$ cat src/rtl/swervolf_perf_pkg.sv
// Shared definitions for the SweRVolf branch statistics block: defaults,
// read-port address map and the per-cycle lane popcount.
package swervolf_perf_pkg;

    localparam int unsigned CNT_W_DEFAULT = 32;
    // Widest lane vector the popcount helper handles; 2-bit increments cover up to 3 lanes.
    localparam int unsigned MAX_LANES     = 3;

    localparam logic [1:0] RD_BR   = 2'd0;
    localparam logic [1:0] RD_TKN  = 2'd1;
    localparam logic [1:0] RD_MIS  = 2'd2;
    localparam logic [1:0] RD_STAT = 2'd3;

    function automatic logic [1:0] popcount_lanes(input logic [MAX_LANES-1:0] bits);
        logic [1:0] n;
        n = '0;
        for (int unsigned i = 0; i < MAX_LANES; i++) begin
            n = n + {1'b0, bits[i]};
        end
        return n;
    endfunction

endpackage

$ cat src/rtl/perf_sat_counter.sv
// Saturating event counter: adds 0..3 per enabled cycle, sticks at all-ones
// instead of wrapping, and flags when it gets there.
module perf_sat_counter #(
    parameter int unsigned W = 32
) (
    input  logic         i_clk,
    input  logic         i_rst,
    input  logic         i_clr,
    input  logic         i_en,
    input  logic [1:0]   i_inc,
    output logic [W-1:0] o_cnt,
    output logic         o_sat
);

    logic [W-1:0] cnt_q, cnt_d;
    logic         sat_q, sat_d;
    logic [W:0]   sum;

    always_comb begin
        // One extra bit so the carry out marks overflow.
        sum   = {1'b0, cnt_q} + {{(W-1){1'b0}}, i_inc};
        cnt_d = cnt_q;
        sat_d = sat_q;
        if (i_clr) begin
            cnt_d = '0;
            sat_d = 1'b0;
        end else if (i_en) begin
            cnt_d = sum[W] ? {W{1'b1}} : sum[W-1:0];
            if (&cnt_d) begin
                sat_d = 1'b1;
            end
        end
    end

    always_ff @(posedge i_clk) begin
        if (i_rst) begin
            cnt_q <= '0;
            sat_q <= 1'b0;
        end else begin
            cnt_q <= cnt_d;
            sat_q <= sat_d;
        end
    end

    assign o_cnt = cnt_q;
    assign o_sat = sat_q;

endmodule

$ cat src/rtl/swervolf_branch_stats.sv
// Retired-branch statistics for the SweRVolf core: live saturating counters,
// periodic snapshots for the seven-segment display and a registered read port.
module swervolf_branch_stats
    import swervolf_perf_pkg::*;
#(
    parameter int unsigned CNT_W       = CNT_W_DEFAULT,
    parameter int unsigned SNAP_CYCLES = 100000000,
    parameter int unsigned LANES       = 2
) (
    input  logic             i_clk,
    input  logic             i_rst,
    input  logic             i_en,
    input  logic             i_clear,
    input  logic [LANES-1:0] i_br_valid,
    input  logic [LANES-1:0] i_br_taken,
    input  logic [LANES-1:0] i_br_mispred,
    input  logic [1:0]       i_rd_addr,
    output logic [CNT_W-1:0] o_rd_data,
    output logic [CNT_W-1:0] o_br_count,
    output logic [CNT_W-1:0] o_taken_count,
    output logic             o_snap_valid,
    output logic             o_sat
);

    localparam int unsigned TW = (SNAP_CYCLES > 1) ? $clog2(SNAP_CYCLES) : 1;
    localparam logic [TW-1:0] TIMER_LAST = TW'(SNAP_CYCLES - 1);

    logic [MAX_LANES-1:0] valid_ext, taken_ext, mis_ext;
    logic [1:0]           inc_br, inc_tkn, inc_mis;
    logic [CNT_W-1:0]     cnt_br, cnt_tkn, cnt_mis;
    logic                 sat_br, sat_tkn, sat_mis;

    logic [TW-1:0]    timer_q, timer_d;
    logic [CNT_W-1:0] snap_br_q, snap_br_d;
    logic [CNT_W-1:0] snap_tkn_q, snap_tkn_d;
    logic             snap_valid_q, snap_valid_d;
    logic [CNT_W-1:0] rd_data_q, rd_data_d;

    // Taken/mispredict bits only count on lanes that actually retired a branch.
    always_comb begin
        valid_ext = '0;
        taken_ext = '0;
        mis_ext   = '0;
        valid_ext[LANES-1:0] = i_br_valid;
        taken_ext[LANES-1:0] = i_br_valid & i_br_taken;
        mis_ext[LANES-1:0]   = i_br_valid & i_br_mispred;
        inc_br  = popcount_lanes(valid_ext);
        inc_tkn = popcount_lanes(taken_ext);
        inc_mis = popcount_lanes(mis_ext);
    end

    perf_sat_counter #(.W(CNT_W)) u_cnt_br (
        .i_clk (i_clk),
        .i_rst (i_rst),
        .i_clr (i_clear),
        .i_en  (i_en),
        .i_inc (inc_br),
        .o_cnt (cnt_br),
        .o_sat (sat_br)
    );

    perf_sat_counter #(.W(CNT_W)) u_cnt_tkn (
        .i_clk (i_clk),
        .i_rst (i_rst),
        .i_clr (i_clear),
        .i_en  (i_en),
        .i_inc (inc_tkn),
        .o_cnt (cnt_tkn),
        .o_sat (sat_tkn)
    );

    perf_sat_counter #(.W(CNT_W)) u_cnt_mis (
        .i_clk (i_clk),
        .i_rst (i_rst),
        .i_clr (i_clear),
        .i_en  (i_en),
        .i_inc (inc_mis),
        .o_cnt (cnt_mis),
        .o_sat (sat_mis)
    );

    assign o_sat = sat_br | sat_tkn | sat_mis;

    // Snapshot takes the live values from the start of the terminal cycle; clear overrides it.
    always_comb begin
        timer_d      = timer_q + 1'b1;
        snap_br_d    = snap_br_q;
        snap_tkn_d   = snap_tkn_q;
        snap_valid_d = 1'b0;
        if (i_clear) begin
            timer_d    = '0;
            snap_br_d  = '0;
            snap_tkn_d = '0;
        end else if (timer_q == TIMER_LAST) begin
            timer_d      = '0;
            snap_br_d    = cnt_br;
            snap_tkn_d   = cnt_tkn;
            snap_valid_d = 1'b1;
        end
    end

    always_comb begin
        rd_data_d = '0;
        unique case (i_rd_addr)
            RD_BR:   rd_data_d = cnt_br;
            RD_TKN:  rd_data_d = cnt_tkn;
            RD_MIS:  rd_data_d = cnt_mis;
            RD_STAT: rd_data_d = {{(CNT_W-2){1'b0}}, i_en, o_sat};
        endcase
    end

    always_ff @(posedge i_clk) begin
        if (i_rst) begin
            timer_q      <= '0;
            snap_br_q    <= '0;
            snap_tkn_q   <= '0;
            snap_valid_q <= 1'b0;
            rd_data_q    <= '0;
        end else begin
            timer_q      <= timer_d;
            snap_br_q    <= snap_br_d;
            snap_tkn_q   <= snap_tkn_d;
            snap_valid_q <= snap_valid_d;
            rd_data_q    <= rd_data_d;
        end
    end

    assign o_rd_data     = rd_data_q;
    assign o_br_count    = snap_br_q;
    assign o_taken_count = snap_tkn_q;
    assign o_snap_valid  = snap_valid_q;

endmodule

$ cat config.mk
export PLATFORM = sky130hd
export DESIGN_NAME = swervolf_branch_stats
export DESIGN_NICKNAME = d
export VERILOG_FILES = /design/src/rtl/swervolf_perf_pkg.sv /design/src/rtl/perf_sat_counter.sv /design/src/rtl/swervolf_branch_stats.sv
export SDC_FILE = /design/constraint.sdc
export NUM_CORES = 1
export LEC_CHECK = 0
export CAP_MARGIN = 20
export CORE_ASPECT_RATIO = 1.2
export CORE_MARGIN = 4
export CORE_UTILIZATION = 35
export DETAILED_ROUTE_END_ITERATION = 8
export SLEW_MARGIN = 25
export SYNTH_ARGS = -nofsm -noshare
export SYNTH_HDL_FRONTEND = slang
export SYNTH_SLANG_ARGS = --single-unit
$ cat constraint.sdc
create_clock -name i_clk -period 3.27 [get_ports i_clk]
set_input_delay 0.4905 -clock i_clk [delete_from_list [all_inputs] [get_ports i_clk]]
set_output_delay 0.4905 -clock i_clk [all_outputs]
set_load 0.02 [all_outputs]
## Yosys cells after proc, flatten, opt, wreduce, memory -nomap -nowiden

Index checks and enable logic that the tools add are counted.
Widths: inputs -> output; s select.

- Multiplexer cells: 5
- Eq/ne operators: 4
- Reduce and logical (&&, ||, !) cells: 6
- $add $sub $neg: 7
- Bitwise gates (word level): 4

Operator list:

| cell | count |
|---|---|
| $pmux 32 s4 | 1 |
| $add 32x2->33 | 3 |
| $reduce_and 33->1 | 3 |
| $mux 32 | 3 |
| $add 27x1->27 const B | 1 |
| $eq 27x27->1 const B | 1 |
| $add 1x1->2 | 3 |
| $and 2x2->2 | 2 |
| $eq 2x2->1 const B | 2 |
| $reduce_or 3->1 | 1 |
| $eq 2x1->1 const B | 1 |
| $logic_not 2->1 | 1 |
| $or 1x1->1 | 2 |
| $reduce_or 2->1 | 1 |
| $mux 1 | 1 |

- Output and inout bits: 98
- Input bits: 12
- Word-level logic and storage cells: 37
- Flip-flop bits (word level): 223

## Longest topological paths before layout

Gate-level depths: netlist (run 1).

- Depth in word-level cells: 5
- Mapped depth: 12

## Hierarchy

A second synthesis (run 1) with hierarchy kept.

- Cell total of the unflattened synthesis: 1,493
- Area, all modules: 12,029.0 um2

By module, submodules not included:

| module | times used | seq. area each (um2) | area each (um2) | cells each |
|---|---|---|---|---|
| swervolf_branch_stats | 1 | 2,482.4 | 5,728.0 | 643 |
| perf_sat_counter (u_cnt_br ...) | 2 | 660.6 | 2,078.2 | 283 |
| perf_sat_counter (u_cnt_mis) | 1 | 660.6 | 2,144.6 | 284 |

## Worst setup path after synthesis (run 1)

Ideal clock, no wire load.

- Kind: input-to-reg
- Start point: input port i_br_valid[0]
- End point: register u_cnt_mis.cnt_q[15] (netlist: u_cnt_mis.o_cnt[15])
- Setup time: 119 ps
- Data arrival time: 2,643 ps
- Stages: 11
- Setup slack: 508 ps
- Cell sequence: and2_1 -> fa_1 -> ha_1 -> nand4_1 -> nor4_2 -> and2_1 -> nand2b_1 -> clkbuf_1 -> clkbuf_1 -> a21oi_1 -> o221a_2

- Longest elaborated chain between the ends: 4

RTL lines:

| element | RTL line | text |
|---|---|---|
| start, declared | swervolf_branch_stats.sv:14 | `input logic [LANES-1:0] i_br_valid,` |
| $and 2x2->2 | swervolf_branch_stats.sv:46 | `mis_ext[LANES-1:0] = i_br_valid & i_br_mispred;` |
| $add 1x1->2 | swervolf_perf_pkg.sv:18 | `n = n + {1'b0, bits[i]};` |
| $add 32x2->33 | perf_sat_counter.sv:21 | `sum = {1'b0, cnt_q} + {{(W-1){1'b0}}, i_inc};` |
| $mux 32 | perf_sat_counter.sv:28 | `cnt_d = sum[W] ? {W{1'b1}} : sum[W-1:0];` |
| end signal, assigned | perf_sat_counter.sv:40 | `cnt_q <= cnt_d;` |
| end, declared | perf_sat_counter.sv:15 | `logic [W-1:0] cnt_q, cnt_d;` |

No other way between the ends.
A chain may end at the register's enable or synchronous reset.

## Worst setup path in the final report (run 1)

- Start point: register u_cnt_br.cnt_q[0] (netlist: u_cnt_br.o_cnt[0])
- End point: register u_cnt_br.sat_q (netlist: u_cnt_br.o_sat)

- Longest elaborated chain between the ends: 3

RTL lines:

| element | RTL line | text |
|---|---|---|
| start, declared | perf_sat_counter.sv:15 |  |
| start signal, assigned | perf_sat_counter.sv:40 |  |
| $add 32x2->33 | perf_sat_counter.sv:21 |  |
| $mux 32 | perf_sat_counter.sv:28 |  |
| $reduce_and 33->1 (no line) | -- |  |
| end signal, assigned | perf_sat_counter.sv:41 | `sat_q <= sat_d;` |
| end, declared | perf_sat_counter.sv:16 | `logic sat_q, sat_d;` |

No other way between the ends.

==> results of run 1 <==
[Yosys cell counts, types with 4 or more instances]
cell type and instances:
o21a_1 5, nand4_1 44, a31oi_1 22, nor2b_1 7
nor4_1 19, nand2_1 199, nand2b_1 4, or3_1 7
ha_1 4, nor3_1 39, nor4_2 4, and3_1 42
and3_2 4, o221a_2 4, xnor2_1 27, a211oi_1 14
inv_1 17, nor4b_1 5, nand3_1 61, a311oi_1 26
and2_1 10, o21ai_0 47, and4_1 15, nor2_1 166
buf_6 5, clkbuf_1 80, buf_1 4, nand4b_1 5
a21oi_1 159, buf_2 25, dfxtp_1 223, or4_1 7
xor2_1 27, mux2i_1 36
[flip-flops by register name, indices dropped and copies added, names as in the netlist, 27 cells and up]
register         count
o_br_count          32
o_rd_data           32
o_taken_count       32
u_cnt_br.o_cnt      32
u_cnt_mis.o_cnt     32
u_cnt_tkn.o_cnt     32
timer_q             27
[report_power, final]
part / total [W] / leakage, nW / switching (W) / internal, W
clock: 0.00285 / 0.390 / 0.00114 / 0.00171
combinational: 0.000209 / 2.59 / 0.000142 / 0.0000671
sequential: 0.00274 / 1.80 / 0.0000124 / 0.00272
total: 0.00579 / 4.78 / 0.00130 / 0.00450
[through the flow]
stage | setup TNS, ns | instances
global placement | -0.306 | 1906
CTS | 0 | 1949
detailed placement | -0.952 | 1906
global route | 0 | 1949
floorplan | 0 | 1417
finish | 0 | 1949
[cell type report]
type / instances / area (µm²) / share of cell area (%)
Tap cell: 401 / 502 / 3.65
Timing Repair Buffer: 207 / 1870 / 13.6
Inverter: 17 / 63.8 / 0.464
Clock inverter: 11 / 146 / 1.06
Clock buffer: 32 / 682 / 4.96
Multi-Input combinational cell: 1058 / 6040 / 43.9
Sequential cell: 223 / 4460 / 32.4
[metal layers]
metal,share of wire [%],vias up
li1,-,5251
met4,2.8,2
met5,0.019,-
met2,49,359
met3,6.2,64
met1,42,5019
[critical path: cells and delay by family, from the launching register on]
kind / cells / cell delay [ns]
AND/OR/NAND/NOR: 4 / 1.07
adder cells (fa/ha/maj): 2 / 0.68
flip-flops: 1 / 0.52
AO/OA/AOI/OAI: 2 / 0.36
buffers and inverters: 2 / 0.19
[cells by family after synthesis]
family / after synthesis / synth area share, %
simple gates: 658 / 29.2
compound gates: 300 / 16.1
flops: 223 / 40.3
buf+inv: 136 / 5.33
xor+xnor: 54 / 4.27
mux: 39 / 3.76
fa+ha+maj: 7 / 0.994
[how the worst max path moves through the flow]
stage,from,endpoint,slack [ns]
after floorplan,i_br_valid[0],u_cnt_mis.o_cnt[15]$_SDFFE_PP0P_,0.51
final,u_cnt_br.o_cnt[0]$_SDFFE_PP0P_,u_cnt_br.o_sat$_SDFFE_PP0P_,0.36
after CTS,u_cnt_br.o_cnt[0]$_SDFFE_PP0P_,u_cnt_br.o_sat$_SDFFE_PP0P_,0.36
after global placement,i_br_valid[0],u_cnt_br.o_cnt[27]$_SDFFE_PP0P_,-0.05
after global routing,u_cnt_br.o_cnt[0]$_SDFFE_PP0P_,u_cnt_br.o_cnt[27]$_SDFFE_PP0P_,0.18
after detailed placement,i_br_valid[0],u_cnt_br.o_cnt[27]$_SDFFE_PP0P_,-0.09
==> impl_metrics.ini, run 1 <==
[timing]
worst_slack_ns = 0.359
period_minus_slack_ns = 2.91
finalHoldViolCount = 0
tightest_slew_ns = 0.989
rsz0062_at_grt = false
fmax_ghz = 0.343
whs_ns = 0.449
report.final.slew_viol_count = 0
slew_headroom_pct = 34.0
setup_viol = 0
finalCritPeriodShare_pct = 89.0
fin_skew_ns = 0.0196

[finish]
antenna_cells = 0
nNetsFinal = 1551
final_area_mm2 = 0.0138
fillerInstances = 3226
mostFrequentLayoutCell = dfxtp_1
final_util_pct = 44.0
layout_common_cells = 223 x dfxtp_1, 199 x nand2_1, 165 x nor2_1, 159 x a21oi_1, 107 x clkdlybuf4s50_1
layout-drive-gt1-share_pct = 11.4
area_delta_synth_final_pct = 24.3

[floorplanning]
core_area_mm2 = 0.0313
num_rows = 71
start_util_pct = 35.4
die-area_mm2 = 0.0346
die_w_um = 170
fp.dieH_um = 203
num_io_pins = 110

[routing]
drtIter0Drc = 788
drc = 0
via_count = 10700
wl_per_cell_um = 18.6
viasPerCell = 5.49
ant_nets = 0
firstDrtPassIters = 5
routed_wl_mm = 36.2

[logic_synthesis]
yosysTopAreaCellShare_pct = 40.3
ys_warn_count = 0
synth.distinct_cells = 66
avgSynthCellArea_um2 = 7.82
yosys.area.top_type = dfxtp_1
synth_nets = 1436
synth_edf_count = 0
netlist_area_mm2 = 0.0111
yosys-top-cells-area = dfxtp_1 40%, a21oi_1 7.2%, nand2_1 6.7%
ys.flop_type = dfxtp_1
ys_ff_latch = 223
netlist_instances = 1417
async_flop_share_pct = 0
ys_seq_area_share_pct = 40.3

[cts]
postCtsSetupRepairBufs = 0
cts_root_buffer = clkbuf_16
cts_made_buffers = 25
htreeDepth = 1
cts.clk_slew.worst_paths_ns = 0.06
ctsResizeCount = 0
cts_max_path_buffers = 3
clock_sinks = 223
ctsHoldBuffers = 0
cts_tree = done
clock_latency_ns = 0.53

[global_route]
grt_pass1_wl_mm = 57.5
grt_max_degree = 85
grt_util_met1_pct = 26.8
gr-total-overflow = 0
use_met3_pct = 2.75
grt_pass1_vias = 10300
grt_util_met2_pct = 34.8
track_usage_pct = 20.4
antenna_found_initial = 1
grt_busiest_layer = met2

[placement]
routabilityCongestion = 0.887
pre_cts_slack_ns = -0.0914
post_dp_cell_area_mm2 = 0.0129
post-dp-hpwl_mm = 26.0
portBuffers = 109

[worst_setup_path]
crit_chain = inv_1 -> fa_1 -> inv_1 -> ha_1 -> and3_2 -> nand3_1 -> or4_4 -> a211oi_2 -> nand4b_1 -> o21ai_1
critPathLaunchType = flop
crit_path_max_fanout = 17
cpPeakStageDelay_ns = 0.65
r2r_start = u_cnt_br.o_cnt[0]$_SDFFE_PP0P_
crit_required_ns = 3.73
reg2reg_setup_slack_ns = 0.36
crit_path_frequent_cell = inv_1
slowest_stage = or4_4
worstSetupPathType = flop to flop
cp.arrival_ns = 3.37
endpoint_kind = flop
worstRegToRegCells = 10
reg2reg_to = u_cnt_br.o_sat$_SDFFE_PP0P_

[hold_path]
hp-start = o_br_count[1]$_SDFFE_PP0P_
hold_path_end = o_br_count[1]$_SDFFE_PP0P_
min_path_cells = 2
hold_path_class = flop to flop

[power_and_ir_drop]
power_w = 0.00579
cellLeakagePower_nw = 4.78
ir_drop_uv = 326
power.density_mw_per_mm2 = 421

[job]
cap_violations = 0

[outcome]
status = complete, no violations
(Power assumes the default switching activity.)
==> inputs of run 2 (changes only) <==
--- a/config.mk
+++ b/config.mk
@@ -10,6 +10,8 @@
 export CORE_MARGIN = 4
 export CORE_UTILIZATION = 35
 export DETAILED_ROUTE_END_ITERATION = 8
+export HOLD_SLACK_MARGIN = 0.05
+export SKIP_CTS_REPAIR_TIMING = 1
 export SLEW_MARGIN = 25
 export SYNTH_ARGS = -nofsm -noshare
 export SYNTH_HDL_FRONTEND = slang
==> results of run 2 <==
The final DEF is identical to that of run 1; final timing and power are the same.
